<file path="config.mk">
export PLATFORM = sky130hd
export DESIGN_NAME = sqrt_seq
export DESIGN_NICKNAME = d
export VERILOG_FILES = /design/src/rtl/sqrt_seq.sv
export SDC_FILE = /design/constraint.sdc
export NUM_CORES = 1
export LEC_CHECK = 0
export ABC_AREA = 0
export CAP_MARGIN = 20
export CORE_ASPECT_RATIO = 1.5
export CORE_MARGIN = 5
export CORE_UTILIZATION = 34
export CTS_CLUSTER_DIAMETER = 120
export CTS_CLUSTER_SIZE = 8
export DETAILED_ROUTE_END_ITERATION = 7
export PLACE_DENSITY = 0.59
export REMOVE_ABC_BUFFERS = 1
export SLEW_MARGIN = 20
export SYNTH_ARGS = -nofsm -noshare
export SYNTH_HDL_FRONTEND = slang
export SYNTH_SLANG_ARGS = --single-unit
</file>
<file path="constraint.sdc">
create_clock -name clk -period 2.1 [get_ports clk]
set_input_delay 0.21 -clock clk [delete_from_list [all_inputs] [get_ports clk]]
set_output_delay 0.21 -clock clk [all_outputs]
set_load 0.02 [all_outputs]
</file>
<file path="src/rtl/sqrt_seq.sv">
// rtl/sqrt_seq.sv - restoring digit-by-digit square root, one root bit per clock
// root = floor(sqrt(n * 2^(2F))) in UQ(W/2).F, rem = n * 2^(2F) - root^2
module sqrt_seq #(
  parameter int W = 8,
  parameter int F = 4
) (
  input  logic             clk,
  input  logic             rst,
  input  logic             start,
  input  logic [W-1:0]     n,
  output logic             busy,
  output logic             done,
  output logic [W/2+F-1:0] root,
  output logic [W/2+F:0]   rem
);
  localparam int R  = W / 2 + F;
  localparam int RW = W + 2 * F;
  localparam int CW = $clog2(R + 1);

  typedef enum logic {IDLE, RUN} state_t;

  state_t        state, state_nx;
  logic [RW-1:0] rad;
  logic [R:0]    pr;
  logic [R-1:0]  pq;
  logic [CW-1:0] cnt;

  logic [R+1:0]  t, trial, diff;
  logic          ge;
  logic [R:0]    pr_nx;
  logic [R:0]    pq_ext;
  logic [R-1:0]  pq_nx;
  logic          last;

  // One restoring step: bring down the next radicand digit pair, try subtracting 4*pq+1.
  always_comb begin
    t      = {pr[R-1:0], rad[RW-1 -: 2]};
    trial  = {pq, 2'b01};
    ge     = (t >= trial);
    diff   = t - trial;
    pr_nx  = ge ? diff[R:0] : t[R:0];
    pq_ext = {pq, ge};
    pq_nx  = pq_ext[R-1:0];
    last   = (cnt == CW'(1));
  end

  always_ff @(posedge clk) begin
    if (rst) begin
      state <= IDLE;
      rad   <= '0;
      pr    <= '0;
      pq    <= '0;
      cnt   <= '0;
      done  <= 1'b0;
      root  <= '0;
      rem   <= '0;
    end else begin
      state <= state_nx;
      done  <= 1'b0;
      case (state)
        IDLE: begin
          if (start) begin
            rad <= RW'(n) << (2 * F);
            pr  <= '0;
            pq  <= '0;
            cnt <= CW'(R);
          end
        end
        RUN: begin
          rad <= rad << 2;
          pr  <= pr_nx;
          pq  <= pq_nx;
          cnt <= cnt - CW'(1);
          // Results only move on completion so they stay stable through the next run.
          if (last) begin
            root <= pq_nx;
            rem  <= pr_nx;
            done <= 1'b1;
          end
        end
        default: ;
      endcase
    end
  end

  always_comb begin
    state_nx = state;
    case (state)
      IDLE:    if (start) state_nx = RUN;
      RUN:     if (last)  state_nx = IDLE;
      default: state_nx = IDLE;
    endcase
  end

  always_comb begin
    busy = (state == RUN);
  end
endmodule

</file>
==> metrics.txt <==
DRT antenna net count=0; sw frac=41.3%; setup TNS=0 ns; Syn Area/Cell=8.27 um^2; first-pass GRT wire length=10,700 um; root buffer cell=clkbuf_8; EDFF count, synth=0; status=complete, no violations; IO Pins=30; P_leak=1.21 nW; Final nets=370; Clk Latency, worst-skew pair=0.30 ns; Final Skew=0.0121 ns; Die X=79.0 um; most common flop cell mapped by yosys=dfxtp_1; Tmin final=2.06 ns; Vias/cell=5.44; Max clock buf depth=2; Pre-Repair DR Iteration Count=4; Starting Density=35.2%; Pwr Total=4.05 mW; chip height=114 um; post-CTS setup buffers=0; synthesis-stage register bit count=47; Remaining Overflow, GRT=0; Setup Viol. Count Final=0; period utilization=97.9%; worst vdd ir=595 uV; die area=8980 um^2; share of cells above drive strength 1=18.7%; Worst Hold Slack=0.458 ns; post-synth cell types=49; Total Wirelength=6430 um; Vias=2,317; Final Slew Violations=0; P per Cell Area=1250 nW/um^2; DRT iter0 DRCs=119; Clock Sinks=47; Data required, critical path=2.30 ns; Gate power share=59.1%; pre-CTS WS=-0.0384 ns; clock slew at reported path FFs=0.09 ns; Max FO, Critical Path=8; HPWL after DPL=4890 um; gpl congestion=0.958; Routed WL per cell=15.1 um; part of the power in the clock network=14.5%; crit path capture type=register; CTS H-tree lvls=2; Worst EP arrival=2.26 ns; Filler cells=680; PortBufs=29; worst min path class=register to register; row count=37; synthesized area=2430 um^2; diode count=0; total track usage=14.9%; vias in the first global route=2,269; P&R area growth vs syn=33.5%; Max Fclk=486 MHz; Flop pwr share=26.4%; critical path class=register to register; Tightest Pin Transition=0.428 ns; CTS tree=yes; Setup WS post-layout=0.0442 ns; hold_buf cts=0; Int Pwr=2.37 mW; Cells after Synth=294; DRC viols=0; register area share after synthesis=38.7%; largest net degree at the start of global routing=37; final hold violation count=0; relative slew slack=71.0%; number of synthesis warnings=0; RSZ-0062 raised after global routing=yes; Psw=1.67 mW; MaxCap Viol Count=0; Core ar.=6900 um^2; antenna violations before repair=0; Post-synth ARST share=0%; type of origin of the critical path=register; Final Util=47.0%; cts bufs inserted=5
power by group through the flow:
stage	Combinational [mW]	Clock [mW]	Sequential, mW
final	2.39	0.586	1.07
after global placement	2.08	0	1.07
after CTS	2.11	0.599	1.05
after floorplan	1.26	0	1.08
after global routing	2.62	0.647	1.08
after detailed placement	2.09	0	1.08
worst paths after layout:
check,start,to,slack [ns],cells past startpoint
max,pr[1],pr[2],0.04,6
min,root[7],root[7],0.46,2
max reg2reg,pr[1],pr[2],0.04,6
min reg2reg,root[7],root[7],0.46,2
critical path, stage by stage, from the launching register on:
cell and delay [ns]:
dfxtp_1 0.42, ha_4 0.24, o21ai_2 0.21, a21oi_4 0.06, o31a_1 0.40, or3_1 0.38
a32o_1 0.24
final cells by class:
| class | count | area, um^2 | share of cell area [%] |
|---|---|---|---|
| multi-input combinational | 215 | 1500 | 46.1 |
| sequential | 47 | 946 | 29.2 |
| timing repair buffer | 63 | 553 | 17.0 |
| tap | 78 | 97.6 | 3.01 |
| clock buffer | 7 | 86.3 | 2.66 |
| inverter | 15 | 56.3 | 1.74 |
| clock inverter | 1 | 8.76 | 0.270 |
per-stage QoR:
step / instances / cell area, um^2
after floorplan: 277 / 2360
after CTS: 426 / 3110
final: 426 / 3240
after detailed placement: 418 / 3020
after global placement: 418 / 3020
after global routing: 426 / 3240
kinds of logic (layout without fill, tap and decap cells):
family,Yosys count,in the layout,share of synthesized area [%]
and+or+nand+nor,109,109,21.3
AOI/OAI and AO/OA,80,80,23.0
DFF,47,47,38.7
buffers and inverters,32,86,5.30
adders and majority gates,12,12,6.18
muxes,10,10,4.17
xor gates and xnor gates,4,4,1.44
flip-flops by register name, summed over array words and instances (netlist names):
register,count
cnt,4
root,8
busy,1
done,1
rad,8
pr,8
rem,9
pq,8
routing by layer:
layer	up-vias	GRT usage, %	wire [um]	part of all wire, %
met5	-	0	0	0
met4	0	6.54	188	2.9
met3	14	2.37	250	3.9
met2	57	27.1	3510	55
met1	1086	16.7	2480	39
li1	1160	-	-	-
synthesized netlist by cell type (all sizes together), types with 2 or more instances:
library cell	n	share of area (%)
clkbuf	11	1.7
a21oi	29	6.0
nor2b	4	1.0
a211o	2	0.72
nand2b	3	0.77
o31a	2	0.72
a311oi	4	1.4
inv	15	2.3
nand2	28	4.3
nor2	35	5.4
nand3b	2	0.62
dfxtp	47	39
o21ai	11	2.3
buf	6	1.3
xnor2	2	0.72
o2111ai	2	0.72
xor2	2	0.72
a32o	4	1.6
o211ai	3	0.93
nand3	6	1.2
a31o	2	0.72
mux2i	9	3.7
o31ai	7	2.4
nor4	2	0.51
ha	12	6.2
or3	5	1.5
nor3	17	3.5
nand4	3	0.77
o21a	4	1.2
timing repair:
item,4_1_cts,5_1_grt
setup endpoints to repair,2,17
pin swaps,0,5
resized for setup,1,25
gates cloned,0,0
placed cells by master, fill, tap and decap left out, drive strengths merged, types with 2 or more instances in the layout:
master	n
dfxtp	47
nor2	35
buf	34
clkdlybuf4s50	29
a21oi	29
nand2	28
nor3	17
inv	15
ha	12
o21ai	11
mux2i	9
o31ai	7
clkbuf	7
nand3	6
or3	5
nor2b	4
o21a	4
a32o	4
a311oi	4
nand4	3
o211ai	3
nand2b	3
xnor2	2
o31a	2
a31o	2
xor2	2
nand3b	2
o2111ai	2
a211o	2
nor4	2
(Power assumes the default switching activity.)
